==> src/rtl/mul_div_unit.sv <==
// Iterative signed multiply / divide unit with a 32-cycle shift-add or restoring-division core.
// Operands are converted to magnitudes at launch, and the stored sign is applied to the result on completion.
module mul_div_unit (
   input  logic        clk,
   input  logic        rst_n,
   input  logic        start,
   input  logic [1:0]  op,
   input  logic [31:0] op_a,
   input  logic [31:0] op_b,
   output logic        busy,
   output logic        done,
   output logic [31:0] result
);

   typedef enum logic [1:0] {IDLE, CALC, DONE} state_t;

   localparam logic [1:0] OP_MUL  = 2'b00;
   localparam logic [1:0] OP_MULH = 2'b01;
   localparam logic [1:0] OP_DIV  = 2'b10;

   state_t      r_state;
   state_t      w_next;
   logic [1:0]  r_op;
   logic        r_neg;
   logic [4:0]  r_count;
   logic [63:0] r_acc;
   logic [31:0] r_div;
   logic [31:0] r_result;

   logic        w_accept;
   logic        w_div_zero;
   logic        w_last;
   logic [31:0] w_a_mag;
   logic [31:0] w_b_mag;
   logic        w_neg_start;
   logic [32:0] w_mul_sum;
   logic [32:0] w_div_diff;
   logic [63:0] w_acc_next;
   logic [63:0] w_prod_fix;
   logic [31:0] w_quo_fix;
   logic [31:0] w_rem_fix;
   logic [31:0] w_final;

   assign w_accept    = start && (r_state != CALC);
   assign w_div_zero  = op[1] && (op_b == 32'd0);
   assign w_last      = (r_count == 5'd31);
   // 0x80000000 negates to itself, which reads correctly as the unsigned magnitude 2^31.
   assign w_a_mag     = op_a[31] ? (32'd0 - op_a) : op_a;
   assign w_b_mag     = op_b[31] ? (32'd0 - op_b) : op_b;
   assign w_neg_start = (op == 2'b11) ? op_a[31] : (op_a[31] ^ op_b[31]);

   // Multiply shifts the multiplier out of the low half while the product grows in the high half.
   // Divide shifts the dividend out of the low half, the remainder builds up in the high half,
   // and quotient bits enter at the bottom.
   always_comb begin
      w_mul_sum  = {1'b0, r_acc[63:32]} + (r_acc[0] ? {1'b0, r_div} : 33'd0);
      w_div_diff = {1'b0, r_acc[62:31]} - {1'b0, r_div};
      if (!r_op[1]) begin
         w_acc_next = {w_mul_sum, r_acc[31:1]};
      end else if (!w_div_diff[32]) begin
         w_acc_next = {w_div_diff[31:0], r_acc[30:0], 1'b1};
      end else begin
         w_acc_next = {r_acc[62:0], 1'b0};
      end
   end

   always_comb begin
      w_prod_fix = r_neg ? (64'd0 - w_acc_next) : w_acc_next;
      w_quo_fix  = r_neg ? (32'd0 - w_acc_next[31:0]) : w_acc_next[31:0];
      w_rem_fix  = r_neg ? (32'd0 - w_acc_next[63:32]) : w_acc_next[63:32];
      case (r_op)
         OP_MUL:  w_final = w_prod_fix[31:0];
         OP_MULH: w_final = w_prod_fix[63:32];
         OP_DIV:  w_final = w_quo_fix;
         default: w_final = w_rem_fix;
      endcase
   end

   always_ff @(posedge clk or negedge rst_n) begin
      if (!rst_n) begin
         r_state <= IDLE;
      end else begin
         r_state <= w_next;
      end
   end

   always_comb begin
      w_next = r_state;
      busy   = 1'b0;
      done   = 1'b0;
      case (r_state)
         IDLE: begin
            if (start) begin
               w_next = w_div_zero ? DONE : CALC;
            end
         end
         CALC: begin
            busy = 1'b1;
            if (w_last) begin
               w_next = DONE;
            end
         end
         DONE: begin
            done = 1'b1;
            if (start) begin
               w_next = w_div_zero ? DONE : CALC;
            end else begin
               w_next = IDLE;
            end
         end
         default: w_next = IDLE;
      endcase
   end

   // A division by zero resolves in the accept cycle; all other results land on the final CALC edge.
   always_ff @(posedge clk or negedge rst_n) begin
      if (!rst_n) begin
         r_op     <= 2'b00;
         r_neg    <= 1'b0;
         r_count  <= 5'd0;
         r_acc    <= 64'd0;
         r_div    <= 32'd0;
         r_result <= 32'd0;
      end else if (w_accept) begin
         r_op    <= op;
         r_neg   <= w_neg_start;
         r_count <= 5'd0;
         r_acc   <= {32'd0, w_a_mag};
         r_div   <= w_b_mag;
         if (w_div_zero) begin
            r_result <= op[0] ? op_a : 32'hFFFF_FFFF;
         end
      end else if (r_state == CALC) begin
         r_acc   <= w_acc_next;
         r_count <= r_count + 5'd1;
         if (w_last) begin
            r_result <= w_final;
         end
      end
   end

   assign result = r_result;

endmodule

==> config.mk <==
export PLATFORM = sky130hd
export DESIGN_NAME = mul_div_unit
export DESIGN_NICKNAME = d
export VERILOG_FILES = /design/src/rtl/mul_div_unit.sv
export SDC_FILE = /design/constraint.sdc
export NUM_CORES = 1
export LEC_CHECK = 0
export ABC_AREA = 1
export ABC_CLOCK_PERIOD_IN_PS = 10500
export CORE_UTILIZATION = 55
export DETAILED_ROUTE_END_ITERATION = 12
export PLACE_DENSITY_LB_ADDON = 0.25
export SETUP_SLACK_MARGIN = 0.1
export SLEW_MARGIN = 40
export SYNTH_ARGS = -nofsm -noshare
export SYNTH_HDL_FRONTEND = slang
export SYNTH_SLANG_ARGS = --single-unit
==> constraint.sdc <==
create_clock -name clk -period 10.5 [get_ports clk]
set_input_delay 1.575 -clock clk [delete_from_list [all_inputs] [get_ports clk]]
set_output_delay 1.575 -clock clk [all_outputs]
set_load 0.005 [all_outputs]
# Word level (Yosys, flattened, before mapping)
# Cells that the tools add are included.
[word_totals]
latch_bits = 0
memories = 0
wordCells = 61
ramBits = 0
rom_bits = 0
output_inout_bits = 34
register_bits = 138
[op_classes]
shifts = 0
n_eq_ne = 10
addsub = 8
bitwise_logic = 1
n_mul = 0
n_reduce_logical = 9
n_lt_le_gt_ge = 0
mux = 26
div = 0
[ops]
columns = ["op", "n"]
rows = [
  ["32-bit two-way mux", 10],
  ["64-bit two-way mux", 5],
  ["1-bit by 32-bit subtractor with 32-bit output, first input constant", 4],
  ["32-bit case mux with 3 select lines", 1],
  ["1-bit by 64-bit subtractor with 64-bit output, first input constant", 1],
  ["32-bit by 32-bit adder with 33-bit output", 1],
  ["32-bit by 32-bit subtractor with 33-bit output", 1],
  ["32-bit logical NOT", 1],
  ["5-bit two-way mux", 2],
  ["2-bit two-way mux", 4],
  ["2-bit equality test, second input constant", 3],
  ["2-bit case mux with 3 select lines", 1],
  ["5-bit by 1-bit adder with 5-bit output, second input constant", 1],
  ["5-bit equality test, second input constant", 1],
  ["2-bit by 1-bit equality test with 1-bit output, second input constant", 2],
  ["2-bit logical NOT", 2],
  ["2-bit by 1-bit inequality test with 1-bit output, second input constant", 2],
  ["2-bit inequality test, second input constant", 2],
  ["2-bit nonzero test", 2],
  ["1-bit two-way mux", 3],
  ["3-bit AND reduction", 1],
  ["1-bit logical AND", 2],
  ["2-bit AND reduction", 1],
  ["1-bit XOR", 1],
]

# Longest topological paths before layout
[logic_depth]
ltp_word = 9
depth_mapped = 31

# Worst setup path after synthesis
# Ideal clock, no wire load.
[synth_timing]
kind = "register -> register"
from = "register r_acc[53]"
to = "register r_result[18] (netlist: result[18])"
setup_time_ns = 0.120
synth_period_minus_slack_ns = 3.502
path_buffers = 0
stages_incl_launch_ff = 27
arrival_ns = 3.382
slack_ns = 6.998
path_cell_list = "dfrtp_1 ha_1 nand2_1 inv_2 nand2_1 nand2_1 clkinv_1 nand2_1 a21oi_4 nand3_1 nand2_2 ha_1 nand3_1 nor2_1 nand2_1 nor2_1 nand3_1 nor2_2 nand4_1 o21ai_2 nand2_2 nor2_4 nand3_1 nand3_1 nand2_1 o21ai_1 nand2_1"
[synth_between]
elab_chain_len = 9
word_cells_on_any_way = 13
classes_between = "add/sub (4); mux (9)"
[synth_rtl]
columns = ["item", "line", "source"]
rows = [
  ["start: declaration", "26", "logic [63:0] r_acc;"],
  ["start signal: assignment", "128", "r_acc <= {32'd0, w_a_mag};"],
  ["start signal: assignment", "134", "r_acc <= w_acc_next;"],
  ["32-bit by 32-bit subtractor with 33-bit output (*)", "57", "w_div_diff = {1'b0, r_acc[62:31]} - {1'b0, r_div};"],
  ["64-bit two-way mux (*)", "60", "end else if (!w_div_diff[32]) begin"],
  ["64-bit two-way mux (*)", "58", "if (!r_op[1]) begin"],
  ["1-bit by 64-bit subtractor with 64-bit output, or another cell as far along", "68", "w_prod_fix = r_neg ? (64'd0 - w_acc_next) : w_acc_next;"],
  ["64-bit two-way mux, or another cell as far along", "68", ""],
  ["32-bit case mux with 3 select lines (*)", "71", "case (r_op)"],
  ["32-bit two-way mux (*)", "136", "if (w_last) begin"],
  ["32-bit two-way mux (*)", "133", "end else if (r_state == CALC) begin"],
  ["32-bit two-way mux (*)", "124", "end else if (w_accept) begin"],
  ["end signal: assignment", "131", "r_result <= op[0] ? op_a : 32'hFFFF_FFFF;"],
  ["end signal: assignment", "137", "r_result <= w_final;"],
  ["end: declaration", "28", "logic [31:0] r_result;"],
]
# Every way passes the cells marked *; elsewhere a longest branch is shown, timed or not. The select of a mux whose other input is x is not followed.
# A chain may end at the register's enable or synchronous reset.

# Worst setup path in the final report
[layout_timing]
from = "register r_acc[36]"
to = "register r_result[8] (netlist: result[8])"
[layout_between]
elab_chain_len = 9
word_cells_on_any_way = 14
classes_between = "add/sub (5); mux (9)"
[layout_rtl]
columns = ["item", "line"]
rows = [
  ["32-bit by 32-bit subtractor with 33-bit output", "57"],
  ["64-bit two-way mux", "60"],
  ["64-bit two-way mux (*)", "58"],
  ["1-bit by 64-bit subtractor with 64-bit output, or another cell as far along", "68"],
  ["64-bit two-way mux, or another cell as far along", "68"],
  ["32-bit case mux with 3 select lines (*)", "71"],
  ["32-bit two-way mux (*)", "136"],
  ["32-bit two-way mux (*)", "133"],
  ["32-bit two-way mux (*)", "124"],
]
# Marked as above.

==> impl_summary.log <==
INFO  metric die-area = about 30000 um^2
INFO  metric grt_setup_unrepaired = no
INFO  metric async_flop_share = 100%
INFO  metric overflow = 0
INFO  metric layout.cells.most_common_list = nand2_1, inv_1, nor2_1
INFO  metric cts-buffers-inserted = 17
INFO  metric post_drt_via_cell_ratio = between 5 and 6
INFO  metric synthesis.area_per_instance = roughly 5.6 um^2
INFO  metric postRouteWirelength = between 70000 and 80000 um
INFO  metric synth_area_leader_cell = nand2_1
INFO  metric slew_viol_final = 0
INFO  metric clock.fmax = 201 MHz
INFO  metric yosys_warnings = 0
INFO  metric route.detailed.drc = 0
INFO  metric postCtsResizedCells = 0
INFO  metric worst-setup-path-type = reg -> reg
INFO  metric ant_nets = 0
INFO  metric coreArea = 29600 um^2
INFO  metric port_buffers = 102
INFO  metric synth-edff-count = 0
INFO  metric slowest_stage = dfrtp_1
INFO  metric report.final.setup_viol = 0
INFO  metric cp.buffers_inverters = 1
INFO  metric detailedRoute.firstPassIterationCount = 9
INFO  metric synth_seq_area_share = a little over a fifth
INFO  metric fillers = about 2900
INFO  metric ys_seq_elements = roughly 140
INFO  metric post_synth_main_area_contributors = nand2_1, dfrtp_1, inv_1, nand3_1, nor2_1
INFO  metric clock_tree_from_tritoncts = yes
INFO  metric sequential_area = around 3500 um^2
INFO  metric first_global_vias = around 19000
INFO  metric ys.flop_type = dfrtp_1
INFO  metric worstPathRequired = ~11 ns
INFO  metric fp.dieW = approximately 180 um
INFO  metric fin_crit = ~5.0 ns
INFO  metric num_vias = just over 20000
INFO  metric postCtsSetupBuffers = 0
INFO  metric cts_root_buf = clkbuf_16
INFO  metric cp-end-kind = flip-flop
INFO  metric max_cap_violations = 0
INFO  metric clock_insertion_delay_worst_skew = roughly 0.46 ns
INFO  metric run_status = complete, no violations
INFO  metric layout.cells.most_common = nand2_1
INFO  metric hpwlAfterDp = around 56000 um
INFO  metric synthesis.area = approximately 17000 um^2
INFO  metric timing.critical_path.max_delay_family = simple AND/OR/NAND/NOR gates
INFO  metric layout-drive-gt1-share = under 10%
INFO  metric area_growth_synth_to_finish = 11.7%
INFO  metric worst_slew_pin_tran = approximately 0.94 ns
INFO  metric gp_congestion = between 1 and 1.5
INFO  metric final_hold_viol_count = 0
INFO  metric cp_common_cell = nand2_1
INFO  metric finish.instance_area = roughly 18000 um^2
INFO  metric critical_path.max_stage_delay = approximately 0.53 ns
INFO  metric netlist.area_leader.share = about a quarter
INFO  metric cts.clk_slew.worst_paths = 0.07 ns
INFO  metric multi_input_comb_area = ~11000 um^2
INFO  metric pin_count_of_the_biggest_net_entering_global_routing = 115
INFO  metric placement_rows = 63
INFO  metric worstHoldPathType = reg -> reg
INFO  metric floorplan.initialDensity = between 50% and 60%
INFO  metric ys_types = approximately 50
INFO  metric cts.sinks = between 100 and 150
INFO  metric max-slew-margin-rel = between 30 and 40%
INFO  metric final.setup.tns = 0 ns
INFO  metric detail_route.wl_per_cell = roughly 21 um
INFO  metric clock_tree.htree_level_count = 4
INFO  metric antenna_violations_before_repair = 8
INFO  metric top_level_ports = approximately 100
INFO  metric place_area = about 18000 um^2
INFO  metric crit_path_start_kind = flip-flop
INFO  metric drtIter0Drc = around 3200
INFO  metric synthesis.nets = a little over 3000
INFO  metric clock_path_buffers = 2
INFO  metric chipHeight = approximately 180 um
INFO  metric grt_first_pass_wirelength = between 100000 and 150000 um
INFO  metric clock_skew = 0.0136 ns
INFO  metric global_route.usage.total = 46.6%
INFO  metric worst-endpoint-arrival = between 5 and 6 ns
INFO  metric netlist_instances = just under 3000
INFO  metric worstPathMaxFanout = 17
INFO  metric cts_hold_buf = 0
INFO  metric finalNetCount = between 3000 and 4000
INFO  metric final.period_utilization = 47.4%
[cell type report]
| type | instances | area share [%] |
|---|---|---|
| multi-input cells | 2241 | 59.3 |
| flip-flops and latches | 138 | 18.7 |
| inverters | 469 | 9.55 |
| repair buffers | 117 | 6.27 |
| well taps | 390 | 2.64 |
| clock buffers | 19 | 2.34 |
| clock inverters | 13 | 1.17 |
| diodes | 3 | 0.0407 |
[cells by family (layout without fill, tap and decap cells)]
family / after synthesis / after routing / synth area share [%]
AO/OA/AOI/OAI: 389 / 389 / 13.2
AND/OR/NAND/NOR: 1688 / 1688 / 42.5
other: 0 / 3 / 0
adder cells (fa/ha/maj): 72 / 72 / 5.54
XOR/XNOR: 92 / 92 / 4.87
buffers and inverters: 557 / 618 / 13.0
flip-flops: 138 / 138 / 20.9
[synthesized netlist by cell type (6+ instances only)]
cell,number
xor2_1,71
o211ai_1,12
clkinv_1,7
o21ai_1,28
o21ai_0,192
nand2_1,1037
nor4_1,11
buf_2,12
nand3b_1,9
dfrtp_1,138
o22ai_1,14
inv_1,444
or2_2,10
a21oi_1,84
nor3_1,31
nand2_2,18
o21ai_2,9
nor2_2,15
nand3_1,251
ha_1,70
buf_1,9
a31oi_1,14
xnor2_1,21
inv_2,18
buf_4,6
o221ai_1,9
clkbuf_1,59
nand4_1,26
nor2_1,261
[flip-flops by register name, indices dropped and copies added (netlist names)]
signal	cells
r_count	5
r_neg	1
r_op	2
result	32
r_state	2
r_div	32
r_acc	64
[path summary, 6_finish.rpt]
| check | slack, ns | cells past startpoint | start | end |
|---|---|---|---|---|
| setup / recovery | 5.53 | 26 | r_acc[36] | result[8] |
| max in group asynchronous | 8.04 | 2 | rst_n | r_op[1] |
| min in group asynchronous | 1.13 | 1 | rst_n | result[28] |
| hold / removal | 0.47 | 1 | r_state[1] | r_state[1] |
| hold reg to reg | 0.47 | 1 | r_state[1] | r_state[1] |
| setup reg to reg | 5.53 | 26 | r_acc[36] | result[8] |
[through the flow]
stage | setup WS (ns) | instances | util [%] | hold slack (ns)
finish | 5.53 | 3390 | 62.3 | 0.467
global route | 5.28 | 3387 | 62.3 | 0.497
CTS | 5.83 | 3386 | 62.2 | 0.462
detailed placement | 5.51 | 3354 | 60.0 | 0.453
global placement | 5.63 | 3354 | 60.0 | 0.437
floorplan | 7.00 | 2936 | - | 0.423
[metal layers]
layer / vias up / wire (um) / track usage (%) / part of all wire (%)
met5: - / 24 / 0 / 0.034
met4: 4 / 2720 / 17.3 / 3.8
met3: 201 / 10600 / 16.4 / 15
met2: 1375 / 28500 / 64.9 / 40
met1: 9361 / 29700 / 65.3 / 41
li1: 9352 / - / - / -
Power is left out: the tool's default activity adds up to more than one toggle a clock period on the data nets, which glitch-free logic cannot reach.
